$ cat src/rtl/mnist_frame_loader_if.sv
// rtl/mnist_frame_loader_if.sv - host beat input and core replay/response signals
interface mnist_frame_loader_if #(
    parameter int BEAT_W     = 8,
    parameter int CLASS_BITS = 4
);
    logic [BEAT_W-1:0]     pix_in;
    logic                  pix_valid;
    logic                  sof;
    logic                  core_start;
    logic [BEAT_W-1:0]     core_pix;
    logic                  core_done;
    logic [CLASS_BITS-1:0] core_pred;

    // Environment side: host pixel source plus the core's response
    modport master (
        output pix_in, pix_valid, sof, core_done, core_pred,
        input  core_start, core_pix
    );

    // Loader side
    modport slave (
        input  pix_in, pix_valid, sof, core_done, core_pred,
        output core_start, core_pix
    );
endinterface

$ cat src/rtl/mnist_frame_loader.sv
// rtl/mnist_frame_loader.sv - buffers a host-paced frame, replays it to the core, latches the prediction
module mnist_frame_loader #(
    parameter int PIX_BITS       = 2,
    parameter int PIX_PER_BEAT   = 4,
    parameter int N_PIXELS       = 64,
    parameter int CLASS_BITS     = 4,
    parameter int TIMEOUT_CYCLES = 4096
) (
    input  logic                  clk,
    input  logic                  rst_n,
    mnist_frame_loader_if.slave   io,
    input  logic                  clr_err,
    output logic [CLASS_BITS-1:0] result,
    output logic                  result_valid,
    output logic                  busy,
    output logic                  err_overrun,
    output logic                  err_sync,
    output logic                  err_timeout
);
    localparam int BEAT_W = PIX_BITS * PIX_PER_BEAT;
    localparam int BEATS  = N_PIXELS / PIX_PER_BEAT;
    localparam int CNT_W  = $clog2(BEATS + 1);
    localparam int IDX_W  = (BEATS > 1) ? $clog2(BEATS) : 1;
    localparam int WD_W   = $clog2(TIMEOUT_CYCLES);
    localparam logic [CNT_W-1:0] LAST_BEAT = CNT_W'(BEATS - 1);
    localparam logic [WD_W-1:0]  WD_LAST   = WD_W'(TIMEOUT_CYCLES - 1);

    typedef enum logic [1:0] {IDLE, LOAD, STREAM, WAIT} state_t;

    state_t            state, state_n;
    logic [CNT_W-1:0]  beat_cnt;
    logic [WD_W-1:0]   wd_cnt;
    logic [BEAT_W-1:0] frame_buf [BEATS];

    logic store_first, store_next, capture;
    logic set_sync, set_ovr, set_to;

    // beat_cnt is the write index while loading and the replay index while streaming
    assign busy          = (state != IDLE);
    assign io.core_start = (state == STREAM) && (beat_cnt == '0);
    assign io.core_pix   = (state == STREAM) ? frame_buf[beat_cnt[IDX_W-1:0]] : '0;

    // State register
    always_ff @(posedge clk or negedge rst_n) begin
        if (!rst_n) state <= IDLE;
        else        state <= state_n;
    end

    // Next state and per-cycle control strobes
    always_comb begin
        state_n     = state;
        store_first = 1'b0;
        store_next  = 1'b0;
        capture     = 1'b0;
        set_sync    = 1'b0;
        set_ovr     = 1'b0;
        set_to      = 1'b0;
        case (state)
            IDLE: begin
                if (io.pix_valid && io.sof) begin
                    store_first = 1'b1;
                    state_n     = (BEATS == 1) ? STREAM : LOAD;
                end else if (io.pix_valid) begin
                    set_sync = 1'b1;
                end
            end
            LOAD: begin
                if (io.pix_valid && io.sof) begin
                    store_first = 1'b1;
                end else if (io.pix_valid) begin
                    store_next = 1'b1;
                    if (beat_cnt == LAST_BEAT) state_n = STREAM;
                end
            end
            STREAM: begin
                set_ovr = io.pix_valid;
                if (beat_cnt == LAST_BEAT) state_n = WAIT;
            end
            WAIT: begin
                set_ovr = io.pix_valid;
                // core_done in the last watchdog cycle still counts as a result
                if (io.core_done) begin
                    capture = 1'b1;
                    state_n = IDLE;
                end else if (wd_cnt == WD_LAST) begin
                    set_to  = 1'b1;
                    state_n = IDLE;
                end
            end
            default: state_n = IDLE;
        endcase
    end

    // Frame buffer, counters, result latch and sticky error flags
    always_ff @(posedge clk or negedge rst_n) begin
        if (!rst_n) begin
            for (int i = 0; i < BEATS; i++) frame_buf[i] <= '0;
            beat_cnt     <= '0;
            wd_cnt       <= '0;
            result       <= '0;
            result_valid <= 1'b0;
            err_overrun  <= 1'b0;
            err_sync     <= 1'b0;
            err_timeout  <= 1'b0;
        end else begin
            if (store_first) begin
                frame_buf[0] <= io.pix_in;
                beat_cnt     <= CNT_W'(1);
                result_valid <= 1'b0;
            end else if (store_next) begin
                frame_buf[beat_cnt[IDX_W-1:0]] <= io.pix_in;
                beat_cnt <= beat_cnt + 1'b1;
            end else if (state == STREAM) begin
                beat_cnt <= beat_cnt + 1'b1;
            end
            // Replay always starts from beat 0, whichever path led into STREAM
            if (state_n == STREAM && state != STREAM) beat_cnt <= '0;

            wd_cnt <= (state == WAIT && state_n == WAIT) ? wd_cnt + 1'b1 : '0;

            if (capture) begin
                result       <= io.core_pred;
                result_valid <= 1'b1;
            end

            // A flag raised in the same cycle as clr_err survives the clear
            err_overrun <= (err_overrun & ~clr_err) | set_ovr;
            err_sync    <= (err_sync    & ~clr_err) | set_sync;
            err_timeout <= (err_timeout & ~clr_err) | set_to;
        end
    end
endmodule

$ cat src/flat_wrapper.sv
// flat-port wrapper written by rule: the top's interface ports become plain ports
module mnist_frame_loader_flat 
#(
    parameter int PIX_BITS       = 2,
    parameter int PIX_PER_BEAT   = 4,
    parameter int N_PIXELS       = 64,
    parameter int CLASS_BITS     = 4,
    parameter int TIMEOUT_CYCLES = 4096
)
  (clk, rst_n, clr_err, result, result_valid, busy, err_overrun, err_sync, err_timeout, io_pix_in, io_pix_valid, io_sof, io_core_done, io_core_pred, io_core_start, io_core_pix);
  mnist_frame_loader_if #(.BEAT_W(8), .CLASS_BITS(CLASS_BITS)) io_i ();
  input  logic clk;
  input  logic rst_n;
  input  logic clr_err;
  output logic [CLASS_BITS-1:0] result;
  output logic result_valid;
  output logic busy;
  output logic err_overrun;
  output logic err_sync;
  output logic err_timeout;
  input wire logic [$bits(io_i.pix_in)-1:0] io_pix_in;
  input wire logic [$bits(io_i.pix_valid)-1:0] io_pix_valid;
  input wire logic [$bits(io_i.sof)-1:0] io_sof;
  input wire logic [$bits(io_i.core_done)-1:0] io_core_done;
  input wire logic [$bits(io_i.core_pred)-1:0] io_core_pred;
  output wire logic [$bits(io_i.core_start)-1:0] io_core_start;
  output wire logic [$bits(io_i.core_pix)-1:0] io_core_pix;
  assign io_i.pix_in = io_pix_in;
  assign io_i.pix_valid = io_pix_valid;
  assign io_i.sof = io_sof;
  assign io_i.core_done = io_core_done;
  assign io_i.core_pred = io_core_pred;
  assign io_core_start = io_i.core_start;
  assign io_core_pix = io_i.core_pix;
  mnist_frame_loader #(.PIX_BITS(PIX_BITS), .PIX_PER_BEAT(PIX_PER_BEAT), .N_PIXELS(N_PIXELS), .CLASS_BITS(CLASS_BITS), .TIMEOUT_CYCLES(TIMEOUT_CYCLES)) u_core (.clk(clk), .rst_n(rst_n), .io(io_i), .clr_err(clr_err), .result(result), .result_valid(result_valid), .busy(busy), .err_overrun(err_overrun), .err_sync(err_sync), .err_timeout(err_timeout));
endmodule
$ cat config.mk
export PLATFORM = sky130hd
export DESIGN_NAME = mnist_frame_loader_flat
export DESIGN_NICKNAME = d
export VERILOG_FILES = /design/src/rtl/mnist_frame_loader_if.sv /design/src/rtl/mnist_frame_loader.sv /design/src/flat_wrapper.sv
export SDC_FILE = /design/constraint.sdc
export NUM_CORES = 1
export LEC_CHECK = 0
export CORE_MARGIN = 2
export CORE_UTILIZATION = 55
export DETAILED_ROUTE_END_ITERATION = 16
export GPL_TIMING_DRIVEN = 0
export PLACE_DENSITY = 0.74
export SLEW_MARGIN = 15
export SYNTH_ARGS = -nofsm -noshare
export SYNTH_HDL_FRONTEND = slang
export SYNTH_SLANG_ARGS = --single-unit
$ cat constraint.sdc
create_clock -name clk -period 6.1 [get_ports clk]
set_clock_uncertainty 0.05 [all_clocks]
set_input_delay 1.22 -clock clk [delete_from_list [all_inputs] [get_ports clk]]
set_output_delay 1.22 -clock clk [all_outputs]
set_load 0.02 [all_outputs]
==> metrics.txt, run 1 <==
# TYPE chip_impl_metric gauge
chip_impl_metric{name="clock_pin_slew_of_the_registers_on_the_worst_case_setup_and_hold_paths",unit="ns"} 0.06
chip_impl_info{name="top_cells_by_count_synth",value="dfrtp_1 (155), mux2_2 (148), mux2i_1 (24)"} 1
chip_impl_metric{name="internal_power",unit="W"} 0.00229
chip_impl_metric{name="initial_antenna_violation_count",unit=""} 0
chip_impl_metric{name="post-route-worst-setup-slack",unit="ns"} 1.28
chip_impl_info{name="clock-root-buffer",value="clkbuf_16"} 1
chip_impl_info{name="timing.critical_path.from_type",value="flip-flop"} 1
chip_impl_metric{name="number_of_buffers_created_by_cts",unit=""} 17
chip_impl_metric{name="critPathArrivalTime",unit="ns"} 3.55
chip_impl_metric{name="async_flop_share",unit="%"} 100
chip_impl_metric{name="total_vias_in_the_final_route",unit=""} 4715
chip_impl_info{name="worst_setup_path_end_kind",value="output port"} 1
chip_impl_metric{name="initialDrtViolationCount",unit=""} 391
chip_impl_info{name="synth_top_area_cell",value="dfrtp_1"} 1
chip_impl_metric{name="floorplan.die_area",unit="µm²"} 14400
chip_impl_metric{name="route.detailed.vias_per_inst",unit=""} 5.89
chip_impl_info{name="r2r_start",value="u_core.beat_cnt[0]"} 1
chip_impl_metric{name="drc",unit=""} 0
chip_impl_metric{name="areaGrowthSynthToFinish",unit="%"} 16.5
chip_impl_metric{name="wirelength",unit="mm"} 17.2
chip_impl_metric{name="irDropWorstVdd",unit="mV"} 0.239
chip_impl_info{name="crit_slowest_cell",value="a2111oi_0"} 1
chip_impl_metric{name="setup-violations-final",unit=""} 0
chip_impl_metric{name="number_of_input_and_output_port_buffers_inserted",unit=""} 35
chip_impl_metric{name="wire_length_of_the_first_global_routing_pass",unit="mm"} 27.6
chip_impl_metric{name="global_route.usage.total",unit="%"} 25.9
chip_impl_metric{name="num_antenna_cells",unit=""} 0
chip_impl_metric{name="avgRoutedWirePerCell",unit="µm"} 21.5
chip_impl_metric{name="final_number_of_hold_violating_endpoints",unit=""} 0
chip_impl_info{name="timing.critical_path.from",value="u_core.state[0]"} 1
chip_impl_metric{name="cts_buffer_depth",unit=""} 2
chip_impl_metric{name="die_height",unit="µm"} 120
chip_impl_metric{name="timing.critical_path.required",unit="ns"} 4.83
chip_impl_metric{name="total_leakage_power",unit="nW"} 4.03
chip_impl_metric{name="fin_crit",unit="ns"} 4.82
chip_impl_metric{name="synth_top_cell_area_share",unit="%"} 52.4
chip_impl_metric{name="numClockSinks",unit=""} 155
chip_impl_metric{name="ys_types",unit=""} 48
chip_impl_metric{name="power-per-cell-area",unit="nW/µm²"} 360
chip_impl_metric{name="dp_slack",unit="ns"} 1.82
chip_impl_metric{name="initial_standard_cell_utilization_of_the_core",unit="%"} 56.2
chip_impl_metric{name="timing.final.max_slew_violations",unit=""} 0
chip_impl_metric{name="timing.critical_path.slowest_cell_delay",unit="ns"} 0.86
chip_impl_metric{name="slew_headroom",unit="%"} 34.0
chip_impl_metric{name="grt_pass1_vias",unit=""} 4925
chip_impl_info{name="synth_flop_cell",value="dfrtp_1"} 1
chip_impl_metric{name="synth_edf_count",unit=""} 0
chip_impl_metric{name="floorplan.rows",unit=""} 42
chip_impl_metric{name="nNetsFinal",unit=""} 636
chip_impl_info{name="tritoncts",value="built"} 1
chip_impl_metric{name="pin_count_of_the_biggest_net_entering_global_routing",unit=""} 89
chip_impl_metric{name="post_route_cells_drive_above_1_share",unit="%"} 36.3
chip_impl_metric{name="netSwitchingPower",unit="W"} 0.000822
chip_impl_info{name="synth_most_common_cell",value="dfrtp_1"} 1
chip_impl_metric{name="power.sequential.fraction",unit="%"} 44.3
chip_impl_info{name="min_delay_worst_type",value="flip-flop to flip-flop"} 1
chip_impl_metric{name="post-cts-setup-buffer-count",unit=""} 0
chip_impl_metric{name="max-cap-violations",unit=""} 0
chip_impl_metric{name="dpl.hpwl",unit="mm"} 11.6
chip_impl_metric{name="insertion_delay",unit="ns"} 0.43
chip_impl_metric{name="core-area",unit="µm²"} 13200
chip_impl_metric{name="synth_sequential_area_ratio",unit="%"} 52.4
chip_impl_info{name="outcome",value="finished, final reports clean"} 1
chip_impl_info{name="path_cells",value="clkbuf_1 -> nor2b_1 -> nand2_1 -> a2111oi_0 -> o21bai_1 -> clkdlybuf4s50_1"} 1
chip_impl_metric{name="syn_avg_cell_area",unit="µm²"} 13.3
chip_impl_info{name="min-delay-start",value="u_core.wd_cnt[0]"} 1
chip_impl_metric{name="post_cts_resize_count",unit=""} 0
chip_impl_info{name="post_synth_main_area_contributors",value="dfrtp_1 (52%), mux2_2 (22%), mux2i_1 (3.2%)"} 1
chip_impl_metric{name="rd_place_congestion",unit=""} 0.829
chip_impl_metric{name="max_freq",unit="MHz"} 207
chip_impl_metric{name="max_slew.worst_pin.slew",unit="ns"} 0.965
chip_impl_metric{name="netlist_area",unit="µm²"} 7410
chip_impl_metric{name="synthCells",unit=""} 557
chip_impl_metric{name="drtPass1Iterations",unit=""} 4
chip_impl_metric{name="synth_seq_cells",unit=""} 155
chip_impl_metric{name="cts_hold_repair.buffers",unit=""} 0
chip_impl_metric{name="total_power",unit="W"} 0.00311
chip_impl_metric{name="power.share.clock",unit="%"} 35.4
chip_impl_metric{name="gr-total-overflow",unit=""} 0
chip_impl_metric{name="top_level_ports",unit=""} 36
chip_impl_metric{name="cts_max_level",unit=""} 4
chip_impl_metric{name="floorplan.die.width",unit="µm"} 120
chip_impl_metric{name="finalCritPeriodShare",unit="%"} 79.1
chip_impl_metric{name="comb_power_share",unit="%"} 20.3
chip_impl_metric{name="yosysWarnings",unit=""} 0
chip_impl_metric{name="maximum_fanout_encountered_on_the_critical_timing_path",unit=""} 10
chip_impl_metric{name="total_nets_after_synthesis",unit=""} 581
chip_impl_info{name="grt_setup_unrepaired",value="false"} 1
chip_impl_info{name="timing_worst_setup_path_type",value="flip-flop to output port"} 1
chip_impl_metric{name="utilization",unit="%"} 65.4
chip_impl_metric{name="swShare",unit="%"} 26.4
chip_impl_metric{name="drt.antenna.violating_nets",unit=""} 0
-- cell type report --
type,instances,area [µm²]
fill,984,4560
sequential,155,3880
multi-input combinational,359,3280
clock buffer,21,480
timing repair buffer,36,383
tap,176,220
buffer,33,209
clock inverter,11,141
inverter,10,37.5
-- power groups by stage --
| stage | combinational [W] | sequential [W] | clock, W |
|---|---|---|---|
| floorplan | 0.000481 | 0.00135 | 0 |
| global placement | 0.000596 | 0.00137 | 0 |
| detailed placement | 0.000627 | 0.00139 | 0 |
| CTS | 0.000635 | 0.00138 | 0.00111 |
| global route | 0.000687 | 0.00140 | 0.00116 |
| finish | 0.000630 | 0.00138 | 0.00110 |
-- logic make-up (layout without fill, tap and decap cells) --
logic type | Yosys count | in the layout | synth area share [%]
AO/OA/AOI/OAI | 65 | 65 | 6.25
adder cells (fa/ha/maj) | 6 | 6 | 1.01
buffers and inverters | 43 | 111 | 3.33
multiplexers | 180 | 180 | 28.2
AND/OR/NAND/NOR | 98 | 98 | 7.69
XOR/XNOR | 10 | 10 | 1.18
flip-flops | 155 | 155 | 52.4
-- worst max-delay path: cells and delay by family, from the launching register on --
| kind | cells | cell delay, ns |
|---|---|---|
| AO/OA/AOI/OAI | 2 | 1.15 |
| AND/OR/NAND/NOR | 2 | 0.70 |
| buffers and inverters | 2 | 0.89 |
| flip-flops | 1 | 0.38 |
-- final timing paths --
| check | cells after the start | end | slack (ns) |
|---|---|---|---|
| max in group asynchronous | 2 | u_core.frame_buf[55] | 4.53 |
| hold reg to reg | 1 | u_core.wd_cnt[0] | 0.44 |
| setup / recovery | 6 | io_core_pix[2] | 1.28 |
| hold / removal | 1 | u_core.wd_cnt[0] | 0.44 |
| min in group asynchronous | 1 | u_core.result[2] | 0.67 |
| setup reg to reg | 9 | u_core.frame_buf[127] | 3.33 |
-- cells in the final DEF (no fill, tap or decap), types with 7 or more instances in the layout --
cell / Yosys / final
a22oi_1: 8 / 8
xor2_1: 7 / 7
nand2_1: 19 / 19
dlygate4sd1_1: 8 / 8
a21oi_1: 9 / 9
o22ai_1: 9 / 9
clkbuf_16: 0 / 17
mux2_2: 148 / 148
inv_1: 9 / 9
mux4_2: 8 / 8
clkbuf_1: 9 / 9
nor2b_1: 13 / 13
a211oi_1: 8 / 8
o21bai_1: 8 / 8
dfrtp_1: 155 / 155
nor2_1: 23 / 23
nand2_2: 11 / 11
clkdlybuf4s50_1: 0 / 34
mux2i_1: 24 / 24
a2111oi_0: 8 / 8
-- flip-flops by register name, indices dropped and copies added, names as in the netlist --
name and cells:
u_core.state 2, u_core.result_valid 1, u_core.frame_buf 128, u_core.result 4, u_core.wd_cnt 12, u_core.err_overrun 1
u_core.err_timeout 1, u_core.beat_cnt 5, u_core.err_sync 1
-- routing by layer --
metal,routed length [µm],GRT usage [%],up-vias,share of wire [%]
met3,666,4.75,15,3.9
met5,0,0,-,0
met2,8810,42.1,90,51
met4,206,9.41,0,1.2
met1,7560,35.1,2477,44
li1,-,-,2133,-
-- through the flow --
stage               area (µm²)  hold slack, ns  std cells  TNS [ns]
finish                    8630           0.438        801         0
global route              8630           0.456        801         0
CTS                       8630           0.436        801         0
detailed placement        8010           0.428        769         0
global placement          7980           0.417        768   -333.03
floorplan                 7410           0.398        557         0
Power figures use the tool's default switching activity.
==> inputs of run 2 (changes only) <==
- CORE_UTILIZATION: 55 -> 54
- PLACE_DENSITY: 0.74 -> 0.76
- clock period: 6.1 -> 4.2 ns (I/O delays scaled with it)
==> run 2 against run 1 <==
The run now ends with negative setup slack left. Routed wire length rose by 0.89%. Critical path depth did not move. First-iteration DRC count rose by 15%. Global-route usage fell by 0.51 points. Power rose by 46%. Hold slack got worse by 0.19 ns. Sequential share of layout area rose by 0.065 points. Clock power rose by 45%. Non-clock buffer count did not move. Worst setup slack got worse by 1.3 ns. Largest power group unchanged.
==> metrics.txt, run 2 (synthesized netlist as in run 1, its figures left out) <==
# TYPE chip_impl_metric gauge
chip_impl_metric{name="internal_power",unit="W"} 0.00332
chip_impl_metric{name="timing.critical_path.slowest_cell_delay",unit="ns"} 0.71
chip_impl_metric{name="wire_length_of_the_first_global_routing_pass",unit="mm"} 27.6
chip_impl_metric{name="drtPass1Iterations",unit=""} 4
chip_impl_metric{name="nNetsFinal",unit=""} 636
chip_impl_info{name="biggestRegsByFlops",value="u_core.frame_buf x128, u_core.wd_cnt x12, u_core.beat_cnt x5"} 1
chip_impl_metric{name="dp_slack",unit="ns"} 0.548
chip_impl_metric{name="floorplan.rows",unit=""} 42
chip_impl_metric{name="swShare",unit="%"} 26.8
chip_impl_metric{name="placed_cells_incl_taps",unit=""} 769
chip_impl_metric{name="pin_count_of_the_biggest_net_entering_global_routing",unit=""} 113
chip_impl_metric{name="cts_hold_repair.buffers",unit=""} 0
chip_impl_metric{name="netSwitchingPower",unit="W"} 0.00121
chip_impl_metric{name="irDropWorstVdd",unit="mV"} 0.340
chip_impl_metric{name="max-cap-violations",unit=""} 0
chip_impl_info{name="timing.critical_path.from_type",value="flip-flop"} 1
chip_impl_metric{name="number_of_input_and_output_port_buffers_inserted",unit=""} 35
chip_impl_metric{name="rd_place_congestion",unit=""} 0.859
chip_impl_metric{name="grt_pass1_vias",unit=""} 4979
chip_impl_metric{name="power.share.clock",unit="%"} 35.0
chip_impl_metric{name="final.fill_count",unit=""} 969
chip_impl_metric{name="total_leakage_power",unit="nW"} 4.01
chip_impl_metric{name="route.detailed.vias_per_inst",unit=""} 5.87
chip_impl_info{name="r2r_start",value="u_core.beat_cnt[0]"} 1
chip_impl_metric{name="final.setup.tns",unit="ns"} -0.00445
chip_impl_metric{name="cts_max_level",unit=""} 4
chip_impl_metric{name="timing.critical_path.required",unit="ns"} 3.31
chip_impl_metric{name="slew_headroom",unit="%"} 49.5
chip_impl_info{name="timing_worst_setup_path_type",value="flip-flop to output port"} 1
chip_impl_metric{name="top_level_ports",unit=""} 36
chip_impl_metric{name="wirelength",unit="mm"} 17.4
chip_impl_metric{name="max_freq",unit="MHz"} 238
chip_impl_info{name="path_cells",value="clkbuf_1 -> nor2b_1 -> nand2_1 -> a2111oi_0 -> o21bai_1 -> clkdlybuf4s50_1"} 1
chip_impl_metric{name="comb_power_share",unit="%"} 20.5
chip_impl_metric{name="largest_reg_flops",unit=""} 128
chip_impl_info{name="timing.critical_path.from",value="u_core.state[0]"} 1
chip_impl_metric{name="final_cells",unit=""} 801
chip_impl_metric{name="utilization",unit="%"} 64.8
chip_impl_metric{name="initialDrtViolationCount",unit=""} 449
chip_impl_metric{name="total_vias_in_the_final_route",unit=""} 4699
chip_impl_metric{name="post_route_cells_drive_above_1_share",unit="%"} 36.0
chip_impl_metric{name="setup-violations-final",unit=""} 1
chip_impl_metric{name="initial_antenna_violation_count",unit=""} 0
chip_impl_metric{name="drt.antenna.violating_nets",unit=""} 0
chip_impl_metric{name="avgRoutedWirePerCell",unit="µm"} 21.7
chip_impl_info{name="tritoncts",value="built"} 1
chip_impl_metric{name="max_slew.worst_pin.slew",unit="ns"} 0.739
chip_impl_info{name="violations_in_the_final_reports",value="negative setup slack"} 1
chip_impl_metric{name="critPathArrivalTime",unit="ns"} 3.31
chip_impl_metric{name="power-per-cell-area",unit="nW/µm²"} 525
chip_impl_metric{name="timing.final.max_slew_violations",unit=""} 0
chip_impl_metric{name="number_of_buffers_created_by_cts",unit=""} 17
chip_impl_metric{name="clock_pin_slew_of_the_registers_on_the_worst_case_setup_and_hold_paths",unit="ns"} 0.06
chip_impl_metric{name="floorplan.die.width",unit="µm"} 121
chip_impl_metric{name="final_number_of_hold_violating_endpoints",unit=""} 0
chip_impl_metric{name="core-area",unit="µm²"} 13300
chip_impl_metric{name="drc",unit=""} 0
chip_impl_info{name="largest_register",value="u_core.frame_buf"} 1
chip_impl_info{name="min_delay_worst_type",value="primary input to async pin"} 1
chip_impl_metric{name="maximum_fanout_encountered_on_the_critical_timing_path",unit=""} 10
chip_impl_info{name="crit_slowest_cell",value="a2111oi_0"} 1
chip_impl_metric{name="finalCritPeriodShare",unit="%"} 100
chip_impl_metric{name="post-route-worst-setup-slack",unit="ns"} -0.00445
chip_impl_metric{name="initial_standard_cell_utilization_of_the_core",unit="%"} 55.7
chip_impl_metric{name="path_buf_inv",unit=""} 2
chip_impl_metric{name="fin_crit",unit="ns"} 4.20
chip_impl_metric{name="dpl.hpwl",unit="mm"} 11.7
chip_impl_metric{name="floorplan.die_area",unit="µm²"} 14700
chip_impl_metric{name="global_route.usage.total",unit="%"} 25.4
chip_impl_info{name="worst_setup_path_end_kind",value="output port"} 1
chip_impl_metric{name="gr-total-overflow",unit=""} 0
chip_impl_info{name="grt_setup_unrepaired",value="true"} 1
chip_impl_metric{name="die_height",unit="µm"} 121
chip_impl_info{name="layout_commonest_cell",value="dfrtp_1"} 1
chip_impl_metric{name="cts_buffer_depth",unit=""} 2
chip_impl_metric{name="insertion_delay",unit="ns"} 0.43
chip_impl_info{name="clock-root-buffer",value="clkbuf_16"} 1
chip_impl_metric{name="numClockSinks",unit=""} 155
chip_impl_metric{name="num_antenna_cells",unit=""} 0
chip_impl_info{name="largest_delay_share_family_worst_path",value="compound AO/OA/AOI/OAI gates"} 1
chip_impl_metric{name="areaGrowthSynthToFinish",unit="%"} 16.4
chip_impl_metric{name="power.sequential.fraction",unit="%"} 44.5
chip_impl_info{name="outcome",value="finished, violations left"} 1
chip_impl_info{name="layout.cells.most_common_list",value="dfrtp_1 (155), mux2_2 (148), clkdlybuf4s50_1 (34)"} 1
[run 2: power groups by stage]
| stage | Clock, W | Combinational (W) | Sequential (W) |
|---|---|---|---|
| after global routing | 0.00167 | 0.00101 | 0.00204 |
| after detailed placement | 0 | 0.000919 | 0.00203 |
| after floorplan | 0 | 0.000698 | 0.00196 |
| after CTS | 0.00160 | 0.000938 | 0.00201 |
| final | 0.00159 | 0.000931 | 0.00201 |
| after global placement | 0 | 0.000876 | 0.00200 |
[run 2: repair_timing]
action | CTS | global route
gates resized for setup | 0 | 1
setup endpoints to repair | 0 | 6
setup buffers | 0 | 0
[run 2: layout make-up]
cell class	count	area (µm²)	area share, %
flip-flops and latches	155	3880	45.0
multi-input cells	359	3280	38.1
clock buffers	19	433	5.02
repair buffers	36	383	4.44
well taps	176	220	2.55
plain buffers	33	209	2.42
clock inverters	13	175	2.03
inverters	10	37.5	0.435
[run 2: metrics by stage]
step	area (µm²)	hold slack (ns)	total power, W
2_1_floorplan	7410	0.398	0.00266
5_1_grt	8620	0.252	0.00473
3_3_place_gp	7980	0.417	0.00287
4_1_cts	8620	0.247	0.00455
6_report	8620	0.243	0.00453
3_5_place_dp	8010	0.435	0.00295
[run 2: per-layer routing]
metal | wire length, µm | track usage, %
met5 | 0 | 0
met4 | 233 | 9.01
met1 | 7770 | 34.0
met2 | 8790 | 41.0
met3 | 598 | 5.55
[run 2: final timing paths]
path	endpoint	slack [ns]	cells past startpoint
setup / recovery	io_core_pix[4]	-0.004	6
hold / removal	u_core.wd_cnt[11]	0.24	1
setup reg to reg	u_core.frame_buf[123]	1.47	9
hold reg to reg	u_core.frame_buf[16]	0.45	1
max in group asynchronous	u_core.frame_buf[98]	2.99	2
min in group clk	u_core.frame_buf[16]	0.45	1
==> edit: new RTL, config.mk and constraints of run 1 <==
One comparison of `beat_cnt` changes from == to >=.
--- a/src/rtl/mnist_frame_loader.sv
+++ b/src/rtl/mnist_frame_loader.sv
@@ -74,7 +74,7 @@
             end
             STREAM: begin
                 set_ovr = io.pix_valid;
-                if (beat_cnt == LAST_BEAT) state_n = WAIT;
+                if (beat_cnt >= LAST_BEAT) state_n = WAIT;
             end
             WAIT: begin
                 set_ovr = io.pix_valid;
Function: no difference found for any inputs over 10 cycles, from zero or initial values and one cycle with rst_n low; that may be too few to reach the edited logic, so the function may still have changed.
==> edit against run 1 <==
Largest cell class unchanged. Critical path type unchanged. Critical path depth rose by 1. Setup slack improved by 0.031 ns. Count of clock-buffer cells in the layout did not move. Utilization fell by 0.12 points. Total power fell by 0.42%. Wire length fell by 0.54%. Cell area fell by 0.19%. Non-clock buffer count did not move. Area after synthesis fell by 0.25%. Highest routed layer unchanged. Sequential cell count did not move.
==> edit: results (changes against run 1) <==
| Metric | Value |
|---|---|
| Slew @ Worst Pin | `0.8957 ns (was 0.9650 ns)` |
| Comb power | `613 uW (was 630 uW)` |
| First-pass GRT wire length | `28140 um (was 27590 um)` |
| Wl on met1 | `7366 um (was 7561 um)` |
| Synth top cells by count | `dfrtp_1 (155), mux2_2 (138), nor2_1 (25) (was dfrtp_1 (155), mux2_2 (148), mux2i_1 (24))` |
| Dpl ws | `1.882 ns (was 1.823 ns)` |
| Instance area at placement | `0.007991 mm2 (was 0.008010 mm2)` |
| Delay of the slowest critical-path stage | `0.71 ns (was 0.86 ns)` |
| Depth of the worst hold-timing path | `2 (was 1)` |
| Reg2reg path depth | `7 (was 9)` |
| VDD IR max | `0.2161 mV (was 0.2391 mV)` |
| Met3 Track Usage GR | `5.418% (was 4.753%)` |
| Synth Instances | `560 (was 557)` |
| Multi-input comb cells | `360 (was 359)` |
| Filler cell count | `975 (was 984)` |
| H-tree depth | `4 (unchanged)` |
| Top delay family on crit path | `buffers and inverters (was compound AO/OA/AOI/OAI gates)` |
| Main synth FF type | `dfrtp_1 (unchanged)` |
| Syn-to-layout area delta | `16.61% (was 16.54%)` |
| Final Wtd Congestion | `0.8189 (was 0.8293)` |
| Reg-to-reg slack, setup | `3.18 ns (was 3.33 ns)` |
| Routed WL | `17150 um (was 17240 um)` |
| Sequential fraction of the synthesis area | `52.50% (was 52.36%)` |
| Cell variety after synth | `54 (was 48)` |
| Root buf cell | `clkbuf_16 (unchanged)` |
| Final clock-cell share | `7.247% (was 7.204%)` |
| Final WS setup | `1.309 ns (was 1.277 ns)` |
| R2R Path End | `u_core.frame_buf[120] (was u_core.frame_buf[127])` |
| Sum of net half-perimeters after detailed placement | `11510 um (was 11570 um)` |
| Metal2 WL | `8727 um (was 8808 um)` |
| Seq area share | `45.02% (was 44.93%)` |
| Synth area leaders | `dfrtp_1 (52%), mux2_2 (21%), mux2i_1 (3.3%) (was dfrtp_1 (52%), mux2_2 (22%), mux2i_1 (3.2%))` |
| Status | `completed (unchanged)` |
| Placed Cells | `772 (was 769)` |
| Initial DRC Count | `309 (was 391)` |
| Lkg Pwr | `0.004028 uW (was 0.004032 uW)` |
| Critical hold path startpoint | `u_core.result_valid (was u_core.wd_cnt[0])` |
| Non-Clock Buffer Area Fraction | `6.346% (was 6.856%)` |
| Vias per inst | `5.920 (was 5.886)` |
| Sw Ratio | `26.14% (was 26.44%)` |
| Worst-path fanout max | `10 (unchanged)` |
| Post-CTS sizing | `0 (unchanged)` |
| Grt met2 use | `42.72% (was 42.08%)` |
| Power density over the cells | `359.4 mW/mm2 (was 360.3 mW/mm2)` |
| Overall Global Routing Usage | `26.01% (was 25.94%)` |
| Worst setup path endpoint | `io_core_pix[4] (was io_core_pix[2])` |
| Ratio of cells with drive above 1 in the final layout | `33.49% (was 36.32%)` |
| GR Util met1 | `34.31% (was 35.10%)` |
| DR vias | `4754 (was 4715)` |
[edit: changes by cell type after synthesis, moves of 3 or more]
cell	change
nand3_4	-4
mux2_1	+10
nand2_4	+4
and2_1	+3
clkbuf_1	+7
nand2_2	-4
dlygate4sd1_1	-8
mux2_2	-10
nor3_1	+3
a21oi_1	-3
[edit: cell families (layout without fill, tap and decap cells)]
group | Yosys count | in the layout | synth area share, %
muxes | 180 | 180 | 28.25
DFF | 155 | 155 | 52.50
and+or+nand+nor | 101 | 101 | 8.163
AOI/OAI and AO/OA | 63 | 63 | 6.063
buffers and inverters | 45 | 112 | 2.828
xor gates and xnor gates | 10 | 10 | 1.185
adders and majority gates | 6 | 6 | 1.016
[edit: through the flow]
step	TNS, ns	hold slack (ns)
2_1_floorplan	0	0.4085
3_3_place_gp	-333.92	0.4143
3_5_place_dp	0	0.4180
4_1_cts	0	0.4327
5_1_grt	0	0.4624
6_report	0	0.4287
